<file path="src/rtl/regfile_if.sv">
// rtl/regfile_if.sv - write-back write port and decode read ports of the register file
interface regfile_if #(
  parameter int DATA_W = 32,
  parameter int ADDR_W = 5
);
  logic              we;
  logic [ADDR_W-1:0] waddr;
  logic [DATA_W-1:0] wdata;
  logic              re1;
  logic [ADDR_W-1:0] raddr1;
  logic [DATA_W-1:0] rdata1;
  logic              re2;
  logic [ADDR_W-1:0] raddr2;
  logic [DATA_W-1:0] rdata2;

  modport master (
    output we, waddr, wdata,
    output re1, raddr1, input rdata1,
    output re2, raddr2, input rdata2
  );

  modport slave (
    input  we, waddr, wdata,
    input  re1, raddr1, output rdata1,
    input  re2, raddr2, output rdata2
  );
endinterface

</file>
<file path="src/rtl/regfile.sv">
// rtl/regfile.sv - two-read one-write register file with write-read bypass, r0 fixed at zero
module regfile #(
  parameter int DATA_W   = 32,
  parameter int ADDR_W   = 5,
  parameter int NUM_REGS = 2 ** ADDR_W
) (
  input logic       clk,
  input logic       rst,
  regfile_if.slave  bus
);

  logic [DATA_W-1:0] regs [NUM_REGS];
  logic [DATA_W-1:0] stored1;
  logic [DATA_W-1:0] stored2;

  // r0 is never targeted by the write path, so it only ever holds its reset value.
  always_ff @(posedge clk) begin
    if (rst) begin
      for (int i = 0; i < NUM_REGS; i++) begin
        regs[i] <= '0;
      end
    end else if (bus.we && (bus.waddr != '0)) begin
      regs[bus.waddr] <= bus.wdata;
    end
  end

  assign stored1 = regs[bus.raddr1];
  assign stored2 = regs[bus.raddr2];

  // Rule order matters: reset, then r0, then enable, then bypass, then storage.
  function automatic logic [DATA_W-1:0] read_port(
    input logic              rst_i,
    input logic              re,
    input logic [ADDR_W-1:0] raddr,
    input logic              we,
    input logic [ADDR_W-1:0] waddr,
    input logic [DATA_W-1:0] wdata,
    input logic [DATA_W-1:0] stored
  );
    logic [DATA_W-1:0] value;
    value = '0;
    if (rst_i || (raddr == '0) || !re) begin
      value = '0;
    end else if (we && (waddr == raddr)) begin
      value = wdata;
    end else begin
      value = stored;
    end
    return value;
  endfunction

  always_comb begin
    bus.rdata1 = read_port(rst, bus.re1, bus.raddr1, bus.we, bus.waddr, bus.wdata, stored1);
  end

  always_comb begin
    bus.rdata2 = read_port(rst, bus.re2, bus.raddr2, bus.we, bus.waddr, bus.wdata, stored2);
  end

endmodule
</file>
<file path="src/flat_wrapper.sv">
// flat-port wrapper written by rule: the top's interface ports become plain ports
module regfile_flat 
#(
  parameter int DATA_W   = 32,
  parameter int ADDR_W   = 5,
  parameter int NUM_REGS = 2 ** ADDR_W
)
  (clk, rst, bus_we, bus_waddr, bus_wdata, bus_re1, bus_raddr1, bus_rdata1, bus_re2, bus_raddr2, bus_rdata2);
  regfile_if #(.DATA_W(DATA_W), .ADDR_W(ADDR_W)) bus_i ();
  input logic clk;
  input logic rst;
  input wire logic [$bits(bus_i.we)-1:0] bus_we;
  input wire logic [$bits(bus_i.waddr)-1:0] bus_waddr;
  input wire logic [$bits(bus_i.wdata)-1:0] bus_wdata;
  input wire logic [$bits(bus_i.re1)-1:0] bus_re1;
  input wire logic [$bits(bus_i.raddr1)-1:0] bus_raddr1;
  output wire logic [$bits(bus_i.rdata1)-1:0] bus_rdata1;
  input wire logic [$bits(bus_i.re2)-1:0] bus_re2;
  input wire logic [$bits(bus_i.raddr2)-1:0] bus_raddr2;
  output wire logic [$bits(bus_i.rdata2)-1:0] bus_rdata2;
  assign bus_i.we = bus_we;
  assign bus_i.waddr = bus_waddr;
  assign bus_i.wdata = bus_wdata;
  assign bus_i.re1 = bus_re1;
  assign bus_i.raddr1 = bus_raddr1;
  assign bus_rdata1 = bus_i.rdata1;
  assign bus_i.re2 = bus_re2;
  assign bus_i.raddr2 = bus_raddr2;
  assign bus_rdata2 = bus_i.rdata2;
  regfile #(.DATA_W(DATA_W), .ADDR_W(ADDR_W), .NUM_REGS(NUM_REGS)) u_core (.clk(clk), .rst(rst), .bus(bus_i));
endmodule
</file>
<file path="config.mk">
export PLATFORM = sky130hd
export DESIGN_NAME = regfile_flat
export DESIGN_NICKNAME = d
export VERILOG_FILES = /design/src/rtl/regfile_if.sv /design/src/rtl/regfile.sv /design/src/flat_wrapper.sv
export SDC_FILE = /design/constraint.sdc
export NUM_CORES = 2
export LEC_CHECK = 0
export CORE_UTILIZATION = 50
export CTS_BUF_LIST = sky130_fd_sc_hd__clkbuf_2 sky130_fd_sc_hd__clkbuf_4 sky130_fd_sc_hd__clkbuf_8
export CTS_CLUSTER_DIAMETER = 30
export CTS_CLUSTER_SIZE = 14
export DETAILED_ROUTE_END_ITERATION = 8
export PLACE_DENSITY_LB_ADDON = 0.12
export SETUP_SLACK_MARGIN = 0.15
export SKIP_LAST_GASP = 1
export SYNTH_ARGS = -nofsm -noshare
export SYNTH_HDL_FRONTEND = slang
export SYNTH_SLANG_ARGS = --single-unit
</file>
<file path="constraint.sdc">
create_clock -name clk -period 13.6 [get_ports clk]
set_input_delay 2.72 -clock clk [delete_from_list [all_inputs] [get_ports clk]]
set_output_delay 2.72 -clock clk [all_outputs]
set_load 0.05 [all_outputs]
</file>
# Yosys cells after proc, flatten, opt, wreduce, memory -nomap -nowiden
# Memories as Yosys holds them, arrays and structs flattened.
# Cells that the tools add are included.
[word_totals] output_inout_bits=64 mem_count=1 latch_bits=0 mem_bits_rw=1024 reg_bits=0 word_cells=28 mem_bits_ro=0
[classes] n_addsub=0 n_div=0 magnitude_cmp=0 eq_ne=2 reduce_logical=13 bitwise_logic=0 muxes=12 n_mul=0 n_shift=0
[mem_list] memory="u_core.regs" words=32 width=32 read_ports=2 rd_ports_with_merged_regs=0 wr=32 line="regfile.sv:12" source="logic [DATA_W-1:0] regs [NUM_REGS];"
[ops] operator="$mux W32" n=5
[ops] operator="$reduce_or A32 Y1" n=1
[ops] operator="$eq A5 B5 Y1" n=2
[ops] operator="$logic_not A5 Y1" n=2
[ops] operator="$mux W1" n=6
[ops] operator="$mux W5" n=1
[ops] operator="$reduce_bool A5 Y1" n=1
[ops] operator="$logic_or A1 B1 Y1" n=4
[ops] operator="$logic_and A1 B1 Y1" n=3
[ops] operator="$logic_not A1 Y1" n=2

# Depth between registers and ports, before layout
[logic_depth] depth_word=7 mapped_depth=9

# Worst setup path after synthesis
# OpenSTA, ideal clock, no wires.
[synth_timing] path_type="input to output" start="in bus_raddr1[1]" end="out bus_rdata1[10]" arrival_time_ps=4712 stages=8 slack_ps=6168 n_path_buf=4 required_ps=10880 path_cell_list="buf_2 > buf_2 > buf_2 > clkbuf_1 > mux4_2 > a211oi_1 > a21oi_1 > a221o_1"
[synth_via] elab_chain_cells=4
[synth_lines] item="start, declared" line="flat_wrapper.sv:16" source="input wire logic [$bits(bus_i.raddr1)-1:0] bus_raddr1;"
[synth_lines] item="parallel branches: the longest is 3 deep, another holds $mem_v2 Z32 W32"
[synth_lines] item="$mux W32 (*)" line="regfile.sv:42" source="if (rst_i || (raddr == '0) || !re) begin"
[synth_lines] item="end, declared" line="flat_wrapper.sv:17" source="output wire logic [$bits(bus_i.rdata1)-1:0] bus_rdata1;"
# Mark *: on every way between the ends.

# Worst setup path after layout
[layout_timing] start="in bus_raddr2[2]" end="out bus_rdata2[1]"
[layout_via] elab_chain_cells=4
[layout_lines] item="start, declared" line="flat_wrapper.sv:19" source="input wire logic [$bits(bus_i.raddr2)-1:0] bus_raddr2;"
[layout_lines] item="parallel branches: the longest is 3 deep, another holds $mem_v2 Z32 W32"
[layout_lines] item="$mux W32 (*)" line="regfile.sv:42"
[layout_lines] item="end, declared" line="flat_wrapper.sv:20" source="output wire logic [$bits(bus_i.rdata2)-1:0] bus_rdata2;"
# Marked as above.

==> qor.yml <==
min_period_over_period_pct: 71.32
largest_reg_flops: 1024
async_flop_share_pct: 0
netlist_area_um2: 55220
yosys.area.top_type_share_pct: 55.69
setup_tns_ns: 0
die_area_um2: 111800
vdd_ir_drop_max_uv: 88.93
drtAntennaViolNets: 0
clk_transition_reported_paths_ns: 0.06
io_pins: 116
syn_to_final_growth_pct: 14.82
grt_start_max_net_pins: 98
drv_cap: 0
num_vias: 37839
cts.repair.resized: 0
final_util_pct: 58.08
required_ns: 10.88
hold_viol_final: 0
instances_no_fill: 5506
worstMarginPinSlew_ns: 1.453
ys_seq_elements: 1024
clockBufferDepth: 3
finalWirelength_um: 204000
fp.dieH_um: 334.3
rows: 121
slew_headroom_pct: 2.916
grtUsageTotal_pct: 36.59
drc: 0
rsz0062_at_grt: "no"
finalMaxSlewViolations: 0
postCtsSetupBuffers: 0
synth_top_cell_by_area: "edfxtp_1"
path_max_fanout: 47
htreeDepth: 4
syn_area_per_cell_um2: 14.76
layout_common_cells: "and2_1, edfxtp_1, mux4_2"
max_freq_mhz: 103.1
dr.pass1.iters: 8
fin_area_um2: 63400
outcome: "complete, no violations"
placed_cells: 5071
critical_path_class: "in2out"
hpwlAfterDp_um: 117300
p_leak_nw: 21.96
grt_pass1_vias: 37663
gr-total-overflow: 0
hold_buffers: 0
synthFlopType: "edfxtp_1"
grt_pass1_wl_um: 283700
critPathArrivalTime_ns: 6.98
core-area_um2: 109200
io_buffers: 115
cts_root_buf: "clkbuf_8"
top_register: "u_core.regs"
critPathCaptureType: "output port"
vias_per_cell: 6.872
drt_iter0_drc: 6263
ys_types: 46
hp-class: "in2reg"
initial_utilization_pct: 50.59
top_regs: "u_core.regs (1024)"
critPathLaunchType: "input pin"
final_nets: 3877
numClockSinks: 1024
place.gp.congestion: 0.8868
synth_edf_count: 1024
ys_seq_area_share_pct: 55.69
antenna_found_initial: 26
cts_tree: "built"
synth_cells: 3742
finalSetupViolations: 0
yosysWarnings: 0
num-fill-cells: 8368
synth_area_leaders: "edfxtp_1, mux4_2, and2_1, mux2i_1, clkbuf_1"
fin_crit_ns: 9.699
dieWidth_um: 334.3
timing.hold.ws_ns: 2.423
drive_gt1_share_pct: 25.44
wl_per_cell_um: 37.04
dpl_cell_area_um2: 58110
numCtsBuffers: 228
p_per_area_nw_per_um2: 137.1
-- power breakdown --
group / internal, W / switching (W) / leakage [nW] / total [W]
Combinational: 0.000377 / 0.000611 / 9.60 / 0.000988
Sequential: 0.00365 / 0.0000932 / 9.75 / 0.00375
Clock: 0.00240 / 0.00156 / 2.61 / 0.00396
Total: 0.00643 / 0.00226 / 22.0 / 0.00869
-- through the flow --
step,power [W],worst slack (ns)
after floorplan,0.004383,6.168
after global placement,0.004742,4.105
after detailed placement,0.004767,4.098
after CTS,0.008679,4.091
after global routing,0.008876,3.957
final,0.008692,3.901
-- Yosys cell counts (all sizes together) (5+ instances only) --
| cell | number |
|---|---|
| a211oi | 87 |
| a21boi | 5 |
| a21oi | 88 |
| a221o | 30 |
| a22o | 12 |
| a22oi | 50 |
| a32o | 22 |
| and2 | 1025 |
| buf | 128 |
| clkbuf | 284 |
| edfxtp | 1024 |
| mux2i | 235 |
| mux4 | 440 |
| nand2 | 30 |
| nand3b | 6 |
| nor2 | 44 |
| nor2b | 64 |
| nor3 | 6 |
| o21ai | 45 |
| o21bai | 5 |
| o221ai | 32 |
| o22ai | 42 |
| xnor2 | 6 |
-- cells by family after synthesis --
family | synth area share [%]
compound gates | 5.427
xor+xnor | 0.1586
buf+inv | 3.317
flops | 55.69
mux | 22.21
other cells | 0.006791
simple gates | 13.20
-- metal layers --
| layer | vias to the layer above | track usage [%] | part of all wire, % | routed length (um) |
|---|---|---|---|---|
| met4 | 16 | 16.81 | 4.6 | 9395 |
| li1 | 14634 | - | - | - |
| met3 | 572 | 10.63 | 13 | 27200 |
| met1 | 19568 | 48.70 | 37 | 74870 |
| met2 | 3049 | 55.60 | 45 | 92390 |
| met5 | - | 0 | 0.053 | 109 |
-- critical path, cell delays in order --
cell	delay, ns
buf_4	0.46
buf_12	0.38
nor2b_4	0.82
buf_4	0.61
a22oi_1	0.14
a22oi_1	0.51
a22o_1	0.28
clkdlybuf4s50_1	0.86
-- layout make-up --
class / instances / area [um^2] / area share [%]
Tap cell: 1476 / 1847 / 2.913
Antenna cell: 16 / 40.04 / 0.06315
Inverter: 3 / 11.26 / 0.01776
Clock buffer: 251 / 3336 / 5.261
Multi-Input combinational cell: 2334 / 23370 / 36.86
Clock inverter: 168 / 1919 / 3.027
Sequential cell: 1024 / 30750 / 48.50
Timing Repair Buffer: 234 / 2127 / 3.355
-- worst paths after layout --
kind / startpoint / to / slack, ns / depth (start not counted)
hold / removal: rst / u_core.regs[0][16] / 2.42 / 1
setup / recovery: bus_raddr2[2] / bus_rdata2[1] / 3.90 / 8
Power figures use the tool's default switching activity.
